`config.mk`:
```
export PLATFORM = sky130hd
export DESIGN_NAME = shift_op_sequencer_flat
export DESIGN_NICKNAME = d
export VERILOG_FILES = /design/src/rtl/shift_op_sequencer_pkg.sv /design/src/rtl/shift_op_sequencer_if.sv /design/src/rtl/shift_op_sequencer.sv /design/src/flat_wrapper.sv
export SDC_FILE = /design/constraint.sdc
export NUM_CORES = 1
export LEC_CHECK = 0
export CORE_ASPECT_RATIO = 0.75
export CORE_UTILIZATION = 43
export DETAILED_ROUTE_END_ITERATION = 10
export GPL_TIMING_DRIVEN = 1
export PLACE_DENSITY = 0.84
export SLEW_MARGIN = 20
export SYNTH_ARGS = -nofsm -noshare
export SYNTH_HDL_FRONTEND = slang
export SYNTH_SLANG_ARGS = --single-unit
```
`constraint.sdc`:
```
create_clock -name clk -period 2.8 [get_ports clk]
set_clock_uncertainty 0.05 [all_clocks]
set_input_delay 0.28 -clock clk [delete_from_list [all_inputs] [get_ports clk]]
set_output_delay 0.28 -clock clk [all_outputs]
set_load 0.01 [all_outputs]
```
`src/rtl/shift_op_sequencer_pkg.sv`:
```
//------------------------------------------------------------------------------
// Module  : shift_seq_pkg
// Brief   : Shared state encoding and constants for the shift-op sequencer.
// Revision: 1.0 - initial release
//------------------------------------------------------------------------------
`default_nettype none

package shift_seq_pkg;

  typedef enum logic [1:0] {
    IDLE  = 2'd0,
    ISSUE = 2'd1,
    CAPT  = 2'd2,
    DONE  = 2'd3
  } state_e;

  localparam int   STEP_MAX  = 3;
  localparam logic DIR_LEFT  = 1'b1;
  localparam logic DIR_RIGHT = 1'b0;

endpackage

`default_nettype wire

```
`src/rtl/shift_op_sequencer_if.sv`:
```
//------------------------------------------------------------------------------
// Module  : shift_op_sequencer_if
// Brief   : Request/response valid-ready bundle between a client and the sequencer.
// Revision: 1.0 - initial release
//------------------------------------------------------------------------------
`default_nettype none

interface shift_op_sequencer_if #(
  parameter int WIDTH = 8,
  parameter int AMT_W = 4
);
  logic             req_valid;
  logic             req_ready;
  logic [WIDTH-1:0] req_data;
  logic [AMT_W-1:0] req_amt;
  logic             req_dir;
  logic             rsp_valid;
  logic             rsp_ready;
  logic [WIDTH-1:0] rsp_data;
  logic             rsp_ovr;

  modport master (
    output req_valid, req_data, req_amt, req_dir, rsp_ready,
    input  req_ready, rsp_valid, rsp_data, rsp_ovr
  );

  modport slave (
    input  req_valid, req_data, req_amt, req_dir, rsp_ready,
    output req_ready, rsp_valid, rsp_data, rsp_ovr
  );
endinterface

`default_nettype wire

```
`src/rtl/shift_op_sequencer.sv`:
```
//------------------------------------------------------------------------------
// Module  : shift_op_sequencer
// Brief   : Splits a 0..15 shift into passes of at most 3 on an external registered
//           shifter, accumulating a sticky overflow flag.
// Revision: 1.0 - initial release
//------------------------------------------------------------------------------
`default_nettype none

module shift_op_sequencer
  import shift_seq_pkg::*;
#(
  parameter int WIDTH = 8,
  parameter int AMT_W = 4
) (
  input  wire logic             clk,
  input  wire logic             rst,
  shift_op_sequencer_if.slave   bus,
  output logic                  busy,
  output logic [WIDTH-1:0]      sh_number,
  output logic [1:0]            sh_amt,
  output logic                  sh_md,
  input  wire logic [WIDTH-1:0] sh_result,
  input  wire logic             sh_ovr
);

  state_e           state_q, state_d;
  logic [WIDTH-1:0] work_q, work_d;
  logic [AMT_W-1:0] rem_q, rem_d;
  logic             dir_q, dir_d;
  logic             ovr_q, ovr_d;
  logic [1:0]       step;

  // rem_q is unchanged between ISSUE and CAPT, so step is the same in both.
  assign step = (rem_q > AMT_W'(STEP_MAX)) ? 2'(STEP_MAX) : rem_q[1:0];

  assign bus.req_ready = (state_q == IDLE);
  assign bus.rsp_valid = (state_q == DONE);
  assign bus.rsp_data  = work_q;
  assign bus.rsp_ovr   = ovr_q;
  assign busy          = (state_q != IDLE);
  assign sh_number     = work_q;
  assign sh_md         = dir_q;
  assign sh_amt        = (state_q == ISSUE) ? step : 2'd0;

  always_ff @(posedge clk or posedge rst) begin
    if (rst) begin
      state_q <= IDLE;
      work_q  <= '0;
      rem_q   <= '0;
      dir_q   <= DIR_RIGHT;
      ovr_q   <= 1'b0;
    end else begin
      state_q <= state_d;
      work_q  <= work_d;
      rem_q   <= rem_d;
      dir_q   <= dir_d;
      ovr_q   <= ovr_d;
    end
  end

  always_comb begin
    state_d = state_q;
    work_d  = work_q;
    rem_d   = rem_q;
    dir_d   = dir_q;
    ovr_d   = ovr_q;
    case (state_q)
      IDLE: begin
        if (bus.req_valid) begin
          work_d  = bus.req_data;
          rem_d   = bus.req_amt;
          dir_d   = bus.req_dir;
          ovr_d   = 1'b0;
          state_d = (bus.req_amt == '0) ? DONE : ISSUE;
        end
      end
      ISSUE: state_d = CAPT;
      CAPT: begin
        work_d  = sh_result;
        ovr_d   = ovr_q | sh_ovr;
        rem_d   = rem_q - AMT_W'(step);
        state_d = (rem_q == AMT_W'(step)) ? DONE : ISSUE;
      end
      DONE: begin
        if (bus.rsp_ready) state_d = IDLE;
      end
      default: state_d = IDLE;
    endcase
  end

endmodule

`default_nettype wire

```
`src/flat_wrapper.sv`:
```
// flat-port wrapper written by rule: the top's interface ports become plain ports
module shift_op_sequencer_flat import shift_seq_pkg::*;
#(
  parameter int WIDTH = 8,
  parameter int AMT_W = 4
)
  (clk, rst, busy, sh_number, sh_amt, sh_md, sh_result, sh_ovr, bus_req_valid, bus_req_data, bus_req_amt, bus_req_dir, bus_rsp_ready, bus_req_ready, bus_rsp_valid, bus_rsp_data, bus_rsp_ovr);
  shift_op_sequencer_if #(.WIDTH(WIDTH), .AMT_W(AMT_W)) bus_i ();
  input  wire logic clk;
  input  wire logic rst;
  output logic busy;
  output logic [WIDTH-1:0] sh_number;
  output logic [1:0] sh_amt;
  output logic sh_md;
  input  wire logic [WIDTH-1:0] sh_result;
  input  wire logic sh_ovr;
  input wire logic [$bits(bus_i.req_valid)-1:0] bus_req_valid;
  input wire logic [$bits(bus_i.req_data)-1:0] bus_req_data;
  input wire logic [$bits(bus_i.req_amt)-1:0] bus_req_amt;
  input wire logic [$bits(bus_i.req_dir)-1:0] bus_req_dir;
  input wire logic [$bits(bus_i.rsp_ready)-1:0] bus_rsp_ready;
  output wire logic [$bits(bus_i.req_ready)-1:0] bus_req_ready;
  output wire logic [$bits(bus_i.rsp_valid)-1:0] bus_rsp_valid;
  output wire logic [$bits(bus_i.rsp_data)-1:0] bus_rsp_data;
  output wire logic [$bits(bus_i.rsp_ovr)-1:0] bus_rsp_ovr;
  assign bus_i.req_valid = bus_req_valid;
  assign bus_i.req_data = bus_req_data;
  assign bus_i.req_amt = bus_req_amt;
  assign bus_i.req_dir = bus_req_dir;
  assign bus_i.rsp_ready = bus_rsp_ready;
  assign bus_req_ready = bus_i.req_ready;
  assign bus_rsp_valid = bus_i.rsp_valid;
  assign bus_rsp_data = bus_i.rsp_data;
  assign bus_rsp_ovr = bus_i.rsp_ovr;
  shift_op_sequencer #(.WIDTH(WIDTH), .AMT_W(AMT_W)) u_core (.clk(clk), .rst(rst), .bus(bus_i), .busy(busy), .sh_number(sh_number), .sh_amt(sh_amt), .sh_md(sh_md), .sh_result(sh_result), .sh_ovr(sh_ovr));
endmodule
```
* After elaboration in Yosys (flattened, before gate mapping) *
Index checks and enable logic that the tools add are counted.

storage, ports and cells
  register bits after elaboration = 16
  input bits = 26
  output and inout bits = 23
  word-level logic and storage cells = 34

operators by class
  $add $sub $neg = 1
  order comparisons = 1
  eq/ne operators = 6
  multiplexer cells = 13
  bitwise gates (word level) = 1
  reductions and logical operators = 7

operators by type and width
  operator              count
  $pmux W8 S2           1
  $mux W2               6
  $mux W8               1
  $pmux W2 S4           1
  $pmux W4 S2           1
  $reduce_and A2 Y1     3
  $eq A2 B2 Y1 const B  2
  $eq A4 B2 Y1          1
  $gt A4 B2 Y1 const B  1
  $logic_not A4 Y1      1
  $mux W4               1
  $ne A2 B2 Y1 const B  2
  $reduce_bool A2 Y1    2
  $sub A4 B2 Y4         1
  $eq A2 B1 Y1 const B  1
  $logic_not A2 Y1      1
  $pmux W1 S2           1
  $mux W1               1
  $or A1 B1 Y1          1

* Longest topological paths before layout *
Gate-level depths: netlist of run 1.

  word-level depth = 5
  gate-level depth with buffers = 6
  mapped depth without buffers = 6

* Least setup slack after synthesis of run 1 *
OpenSTA, ideal clock, no wires.

  path kind = reg-to-reg
  start point = register u_core.rem_q[2]
  end point = register u_core.rem_q[1]
  library setup time = 128 ps
  arrival time = 1,340 ps
  data required time = 2,622 ps
  setup slack = 1,283 ps
  cell stages (with the launch flop) = 7
  path buffers = 0
  clock period less this slack = 1,517 ps
  cells stage by stage = dfrtp_1 -> nor2_1 -> or2_2 -> ha_1 -> and2_1 -> a31oi_1 -> o21ai_0

between the ends
  cells in the longest elaborated chain, start to end = 4

ends and longest elaborated chain
  what                      RTL line                  RTL
  start: declaration        shift_op_sequencer.sv:28  logic [AMT_W-1:0] rem_q, rem_d;
  start signal: assignment  shift_op_sequencer.sv:55  rem_q <= rem_d;
  $gt A4 B2 Y1              shift_op_sequencer.sv:34  assign step = (rem_q > AMT_W'(STEP_MAX)) ? 2'(STEP_MAX) : rem_q[1:0];
  $mux W2                   shift_op_sequencer.sv:34
  $sub A4 B2 Y4             shift_op_sequencer.sv:81  rem_d = rem_q - AMT_W'(step);
  $pmux W4 S2               shift_op_sequencer.sv:67  case (state_q)

Every way passes these cells.
A chain may end at the register's enable or synchronous reset.

* Final worst setup path of run 1 *
  start point = register u_core.state_q[1]
  end point = output bus_rsp_valid

between the ends
  cells in the longest elaborated chain, start to end = 1

ends and longest elaborated chain
  what                      RTL line                  RTL
  start: declaration        shift_op_sequencer.sv:26  state_e state_q, state_d;
  start signal: assignment  shift_op_sequencer.sv:53  state_q <= state_d;
  $eq A2 B2 Y1              shift_op_sequencer.sv:37  assign bus.rsp_valid = (state_q == DONE);
  end: declaration          flat_wrapper.sv:23        output wire logic [$bits(bus_i.rsp_valid)-1:0] bus_rsp_valid;

Every way passes these cells.

==> parameters.txt, run 1 <==
Parameter                              Value

STA
  Slew HR    0.5519
  Post-route minimum period    2.377 ns
  Worst-margin pin slew    0.6708 ns
  Post-Route Hold Slack    0.2880 ns
  Post-route setup slack    0.4226 ns
  Setup violation total in the final timing report    0
  Final-layout setup total negative slack    0 ns
  Unrepaired setup endpoints after global routing    false
  Number of endpoints with negative hold slack in the final report    0
  Post-route fraction of the period consumed by the critical path    0.8491
  Slew Viols, Final    0
  Max frequency    420.6 MHz

Power and ir drop
  Combinational group share of total power    0.614
  Share of total power in the clock network    0.079
  Reg power frac    0.307
  Cell internal pwr    946.6 uW
  Tot Pwr    1.624 mW
  Ratio of total power to cell area    1129 nW/um2
  Net Sw Power    677.0 uW
  Switch share    0.4170
  Maximum ir drop on the vdd rail    0.0005135 V
  Leakage Power    0.5882 nW

Clocking
  Number of cells upsized or downsized after cts    0
  Clock buffer count from CTS    3
  Number of buffers added to fix hold violations after cts    0
  Insertion delay to the later sink of the worst-skew pair    0.30 ns
  H-tree Lvls    1
  Buffers from clock root to sink, at most    2
  Root Driver    sky130_fd_sc_hd__clkbuf_4
  Setup repair bufs after CTS    0
  Clock tree from TritonCTS    done
  Clock-pin slew on the worst setup and hold paths    0.10 ns
  Number of sinks on the clock net    16

Cells and area
  Post-layout nets    176
  Area delta synth->final    42.56%
  Final core occ    0.6839
  Diode count    0
  Fraction of layout instances using a drive strength above 1    0.08163

Synthesis
  Share of the synthesized area in the top cell type    0.3970
  Synthesis Warnings    0
  Sequential share of the synthesized area    0.3970
  Number of synthesized flops with an enable pin    0
  Total nets after synthesis    136
  Post-synthesis instance area    1008 um2
  Synth unique cells    32
  Cell type with the largest total area after synthesis    sky130_fd_sc_hd__dfrtp_1
  Cell types with the largest area share after synthesis    sky130_fd_sc_hd__dfrtp_1, sky130_fd_sc_hd__buf_4, sky130_fd_sc_hd__a21oi_1, sky130_fd_sc_hd__a22oi_1, sky130_fd_sc_hd__nor2b_1
  Primary FF master, synth    sky130_fd_sc_hd__dfrtp_1
  Fraction of registers with async set/reset    1.000
  Count of mapped cells out of synthesis    109
  Syn Area/Cell    9.252 um2
  Synthesis-stage register bit count    16

Die
  Die span in y    43.94 um
  Initial standard-cell utilization of the core    0.4798
  Area enclosed by the die boundary    2545 um2
  Die span in x    57.92 um
  Core Footprint    2102 um2
  Number of primary I/O pins    49
  Number of placement rows    14

Critical path
  Startpoint-to-endpoint class of the critical path    reg -> out
  Ordered cell list for the critical path    inv_1 -> nor2_1 -> clkdlybuf4s50_1
  Category of cells accounting for the largest share of critical-path delay    buffers and inverters
  CP arrival    2.05 ns
  Standard cell with the maximum stage delay on the critical path    sky130_fd_sc_hd__dfrtp_1
  Critical Path Start Type    flip-flop
  Endpoint required time on the critical path    2.47 ns
  Register-to-Register Setup Slack    1.00 ns
  Endpoint of the most critical register-to-register path    u_core.bus.rsp_data[6]
  Crit end category    output pin
  R2r worst-path depth    3
  Worst path max stage delay    0.76 ns
  CP Buf/Inv Count    2
  Maximum fanout count along the critical path    19
  Crit Reg-Reg Startpoint    u_core.state_q[1]

Place
  HPWL after detailed placement    2.020 mm
  Count of input and output buffers    48
  Setup slack after placement    0.7837 ns
  Final estimated routing congestion in global placement    0.8203

Detailed routing
  Number of detailed-routing iterations run before antenna repair    9
  Routed wire length per instance    16.25 um
  Vias    965
  Number of nets still failing antenna checks after routing    0
  Top metal layer carrying routed signals    met4
  Total DRC errors in the routed layout    1
  Drt total wl    2.778 mm
  Detailed Route Iter0 Violations    24
  Post-route met1 wirelength    1.148 mm
  Number of vias per cell    5.643
  Detailed route wirelength on metal2    1.373 mm
  Met3 layer wire length in the routed design    166 um

Status
  Run status    finished with violations
  Violated checks    DRC

Global routing
  Pin count of the biggest net entering global routing    20
  Antenna violations before repair    0
  Total grt overflow    0
  First-pass GRT wire length    4.450 mm
  Total global routing track utilization    0.2420
  Vias in the first global route    935

Flow run
  Max-cap violation count    0

Min path
  Worst hold-check path type    in -> async
layer usage:
metal  global-route usage  vias up
li1                     -      450
met1               0.2927      463
met2               0.4000       44
met3              0.06269        8
met4               0.1286        0
met5                    0        -
worst register-to-register path, delay by kind of cell, from the launching register on:
kind / cells / cell delay [ns]
AND/OR/NAND/NOR: 1 / 0.63
AO/OA/AOI/OAI: 2 / 0.28
flip-flops: 1 / 0.76
state kept, by name, summed over array words and instances (netlist names):
signal               flops
u_core.rem_q             4
u_core.state_q           2
u_core.bus.rsp_ovr       1
u_core.bus.rsp_data      8
u_core.sh_md             1
cell families (layout without fill, tap and decap cells):
| family | Yosys count | after routing | synth area share |
|---|---|---|---|
| buffers and inverters | 20 | 58 | 0.1365 |
| multiplexers | 1 | 1 | 0.01488 |
| flip-flops | 16 | 16 | 0.3970 |
| AND/OR/NAND/NOR | 29 | 29 | 0.1724 |
| adder cells (fa/ha/maj) | 1 | 1 | 0.01240 |
| AO/OA/AOI/OAI | 42 | 42 | 0.2668 |
cell type report:
class | count | area, um2
clock buffer | 3 | 22.52
fill | 185 | 664.4
inverter | 5 | 18.77
multi-input combinational | 73 | 470.5
sequential | 16 | 400.4
tap | 24 | 30.03
timing repair buffer | 50 | 495.5
layout by cell type, fill, tap and decap left out, drive strengths merged, types with 2 or more instances in the layout:
cell,instances
o31a,2
clkdlybuf4s50,48
a22oi,7
nor2b,8
and2b,3
dfrtp,16
and2,2
o21ai,11
inv,5
buf,2
nand2,6
or2,2
a21oi,13
nor2,5
a31oi,2
clkbuf,3
synth_stat cells, types with 2 or more instances:
library cell              count
sky130_fd_sc_hd__and2_1       2
sky130_fd_sc_hd__nand2_1      6
sky130_fd_sc_hd__dfrtp_1     16
sky130_fd_sc_hd__a22oi_1      7
sky130_fd_sc_hd__o21ai_1      7
sky130_fd_sc_hd__nor2_1       4
sky130_fd_sc_hd__buf_4       10
sky130_fd_sc_hd__o21ai_0      4
sky130_fd_sc_hd__inv_1        5
sky130_fd_sc_hd__a21oi_1     13
sky130_fd_sc_hd__buf_6        3
sky130_fd_sc_hd__buf_2        2
sky130_fd_sc_hd__and2b_1      3
sky130_fd_sc_hd__a31oi_1      2
sky130_fd_sc_hd__nor2b_1      7
sky130_fd_sc_hd__o31a_1       2
per-stage QoR:
step	cells	cell area, um2
floorplan	109	1008
global placement	168	1415
detailed placement	168	1415
CTS	171	1438
global route	171	1438
finish	171	1438
power groups by stage:
stage | Clock, mW | Combinational, mW | Sequential, mW
CTS | 0.129 | 0.998 | 0.496
detailed placement | 0 | 0.995 | 0.497
global placement | 0 | 0.963 | 0.487
floorplan | 0 | 0.665 | 0.470
global route | 0.137 | 1.09 | 0.522
finish | 0.128 | 0.996 | 0.499
worst max path at each step:
stage,from,end,slack (ns),cells after the start
after CTS,u_core.state_q[1],bus_rsp_valid,0.44,3
after global placement,u_core.state_q[1],bus_rsp_valid,0.84,3
final,u_core.state_q[1],bus_rsp_valid,0.42,3
after floorplan,u_core.rem_q[2],u_core.rem_q[1],1.28,6
after global routing,u_core.state_q[1],bus_rsp_valid,0.32,3
after detailed placement,u_core.state_q[1],bus_rsp_valid,0.78,3
No activity file was read; power rests on OpenSTA's default activity.
==> run 2, diff against run 1 <==
--- a/config.mk
+++ b/config.mk
@@ -6,10 +6,10 @@
 export NUM_CORES = 1
 export LEC_CHECK = 0
 export CORE_ASPECT_RATIO = 0.75
-export CORE_UTILIZATION = 43
+export CORE_UTILIZATION = 40
 export DETAILED_ROUTE_END_ITERATION = 10
 export GPL_TIMING_DRIVEN = 1
-export PLACE_DENSITY = 0.84
+export PLACE_DENSITY = 0.79
 export SLEW_MARGIN = 20
 export SYNTH_ARGS = -nofsm -noshare
 export SYNTH_HDL_FRONTEND = slang
==> constraint.sdc (replaced) <==
create_clock -name clk -period 2.4 [get_ports clk]
set_clock_uncertainty 0.05 [all_clocks]
set_input_delay 0.24 -clock clk [delete_from_list [all_inputs] [get_ports clk]]
set_output_delay 0.24 -clock clk [all_outputs]
set_load 0.01 [all_outputs]
==> parameters.txt, run 2 (synthesis gave the netlist of run 1 again) <==
Parameter                              Value

Place
  HPWL after detailed placement    1.893 mm
  Cells after DPL    179
  Count of input and output buffers    48
  Area of placed instances    1435 um2
  Final estimated routing congestion in global placement    0.8650
  Setup slack after placement    0.5921 ns

STA
  Slew HR    0.5552
  Post-route fraction of the period consumed by the critical path    0.8943
  Unrepaired setup endpoints after global routing    false
  Worst-margin pin slew    0.6659 ns
  Slew Viols, Final    0
  Post-route minimum period    2.146 ns
  Final-layout setup total negative slack    0 ns
  Number of endpoints with negative hold slack in the final report    0
  Setup violation total in the final timing report    0
  Post-Route Hold Slack    0.2743 ns
  Post-route setup slack    0.2538 ns
  Max frequency    465.9 MHz

Power and ir drop
  Tot Pwr    1.912 mW
  Share of total power in the clock network    0.094
  Combinational group share of total power    0.605
  Ratio of total power to cell area    1300 nW/um2
  Reg power frac    0.301
  Maximum ir drop on the vdd rail    0.0006515 V
  Leakage Power    0.6001 nW
  Cell internal pwr    1.150 mW
  Switch share    0.3987
  Net Sw Power    762.4 uW

Clocking
  Clock-pin slew on the worst setup and hold paths    0.10 ns
  Insertion delay to the later sink of the worst-skew pair    0.29 ns
  Clock buffer count from CTS    3
  H-tree Lvls    1
  Number of buffers added to fix hold violations after cts    0
  Setup repair bufs after CTS    0
  Number of sinks on the clock net    16
  Buffers from clock root to sink, at most    2
  Clock tree from TritonCTS    done
  Root Driver    sky130_fd_sc_hd__clkbuf_4
  Number of cells upsized or downsized after cts    0

Cells and area
  Final core occ    0.6272
  Diode count    0
  Area delta synth->final    45.91%
  Flip-flop count of the largest register after layout    8
  Post-layout nets    177
  Top library cells by usage in the layout, fill and taps aside    sky130_fd_sc_hd__clkdlybuf4s50_1, sky130_fd_sc_hd__dfrtp_1, sky130_fd_sc_hd__a21oi_1
  Post-route cell area    1471 um2
  Fraction of layout instances using a drive strength above 1    0.09396
  Final instance count without filler cells    183
  Most common library cell in the layout ignoring fill and taps    sky130_fd_sc_hd__clkdlybuf4s50_1

Critical path
  Register-to-Register Setup Slack    0.64 ns
  Maximum fanout count along the critical path    10
  Startpoint-to-endpoint class of the critical path    reg -> out
  Endpoint required time on the critical path    2.11 ns
  Ordered cell list for the critical path    inv_1 -> nor2_1 -> o31a_1 -> clkdlybuf4s50_1
  Endpoint of the most critical register-to-register path    u_core.bus.rsp_data[3]
  CP arrival    1.86 ns
  Critical Path Start Type    flip-flop
  Crit end category    output pin
  R2r worst-path depth    4
  Standard cell with the maximum stage delay on the critical path    sky130_fd_sc_hd__dfrtp_1
  Worst path max stage delay    0.55 ns
  Crit Reg-Reg Startpoint    u_core.state_q[1]

Detailed routing
  Total DRC errors in the routed layout    0
  Routed wire length per instance    13.89 um
  Number of nets still failing antenna checks after routing    0
  Drt total wl    2.541 mm
  Detailed Route Iter0 Violations    19
  Vias    937
  Number of detailed-routing iterations run before antenna repair    4
  Number of vias per cell    5.120

Die
  Area enclosed by the die boundary    2728 um2
  Core Footprint    2346 um2
  Number of primary I/O pins    49
  Die span in x    59.98 um
  Die span in y    45.49 um
  Initial standard-cell utilization of the core    0.4299
  Number of placement rows    15

Status
  Run status    finished, final reports clean

Global routing
  Total global routing track utilization    0.2064
  Antenna violations before repair    0
  Pin count of the biggest net entering global routing    17
  Vias in the first global route    877
  First-pass GRT wire length    4.057 mm
  Total grt overflow    0

Flow run
  Max-cap violation count    0

Min path
  Worst hold-check path type    in -> async
-- run 2: changes by cell type in the layout (fill, tap and decap cells not counted), sizes merged --
cell	previous run	this run
buf	2	3
clkbuf	3	4
-- run 2: power groups by stage --
stage | Clock (mW) | Sequential, mW | Combinational, mW
2_1_floorplan | 0 | 0.548 | 0.776
3_3_place_gp | 0 | 0.564 | 1.14
4_1_cts | 0.187 | 0.575 | 1.16
6_report | 0.181 | 0.575 | 1.16
3_5_place_dp | 0 | 0.582 | 1.15
5_1_grt | 0.200 | 0.601 | 1.27
-- run 2: final cells by class --
class	count	area [um2]
clock buffers	4	36.28
fillers	214	874.6
inverters	5	18.77
multi-input cells	73	470.5
flip-flops and latches	16	400.4
well taps	34	42.54
repair buffers	51	503.0
-- run 2: worst max-delay path by stage --
| stage | startpoint | endpoint | slack, ns |
|---|---|---|---|
| after floorplan | u_core.rem_q[2] | u_core.rem_q[1] | 0.88 |
| after global placement | u_core.state_q[0] | sh_amt[1] | 0.66 |
| after detailed placement | u_core.state_q[0] | sh_amt[0] | 0.59 |
| after CTS | u_core.state_q[0] | sh_amt[0] | 0.25 |
| after global routing | u_core.state_q[0] | sh_amt[0] | 0.15 |
| final | u_core.state_q[0] | sh_amt[0] | 0.25 |
-- run 2: critical path, delay by kind of cell, from the launching register on --
| kind | cells | cell delay [ns] |
|---|---|---|
| buffers and inverters | 2 | 0.69 |
| AND/OR/NAND/NOR | 1 | 0.16 |
| AO/OA/AOI/OAI | 1 | 0.16 |
| flip-flops | 1 | 0.55 |
-- run 2: layer usage --
| layer | GRT usage | vias up | routed length [um] | part of all wire |
|---|---|---|---|---|
| li1 | - | 459 | - | - |
| met1 | 0.2747 | 432 | 1220 | 0.48 |
| met2 | 0.3289 | 44 | 1119 | 0.44 |
| met3 | 0.06250 | 2 | 188 | 0.074 |
| met4 | 0.05581 | 0 | 12 | 0.0047 |
| met5 | 0 | - | 0 | 0 |
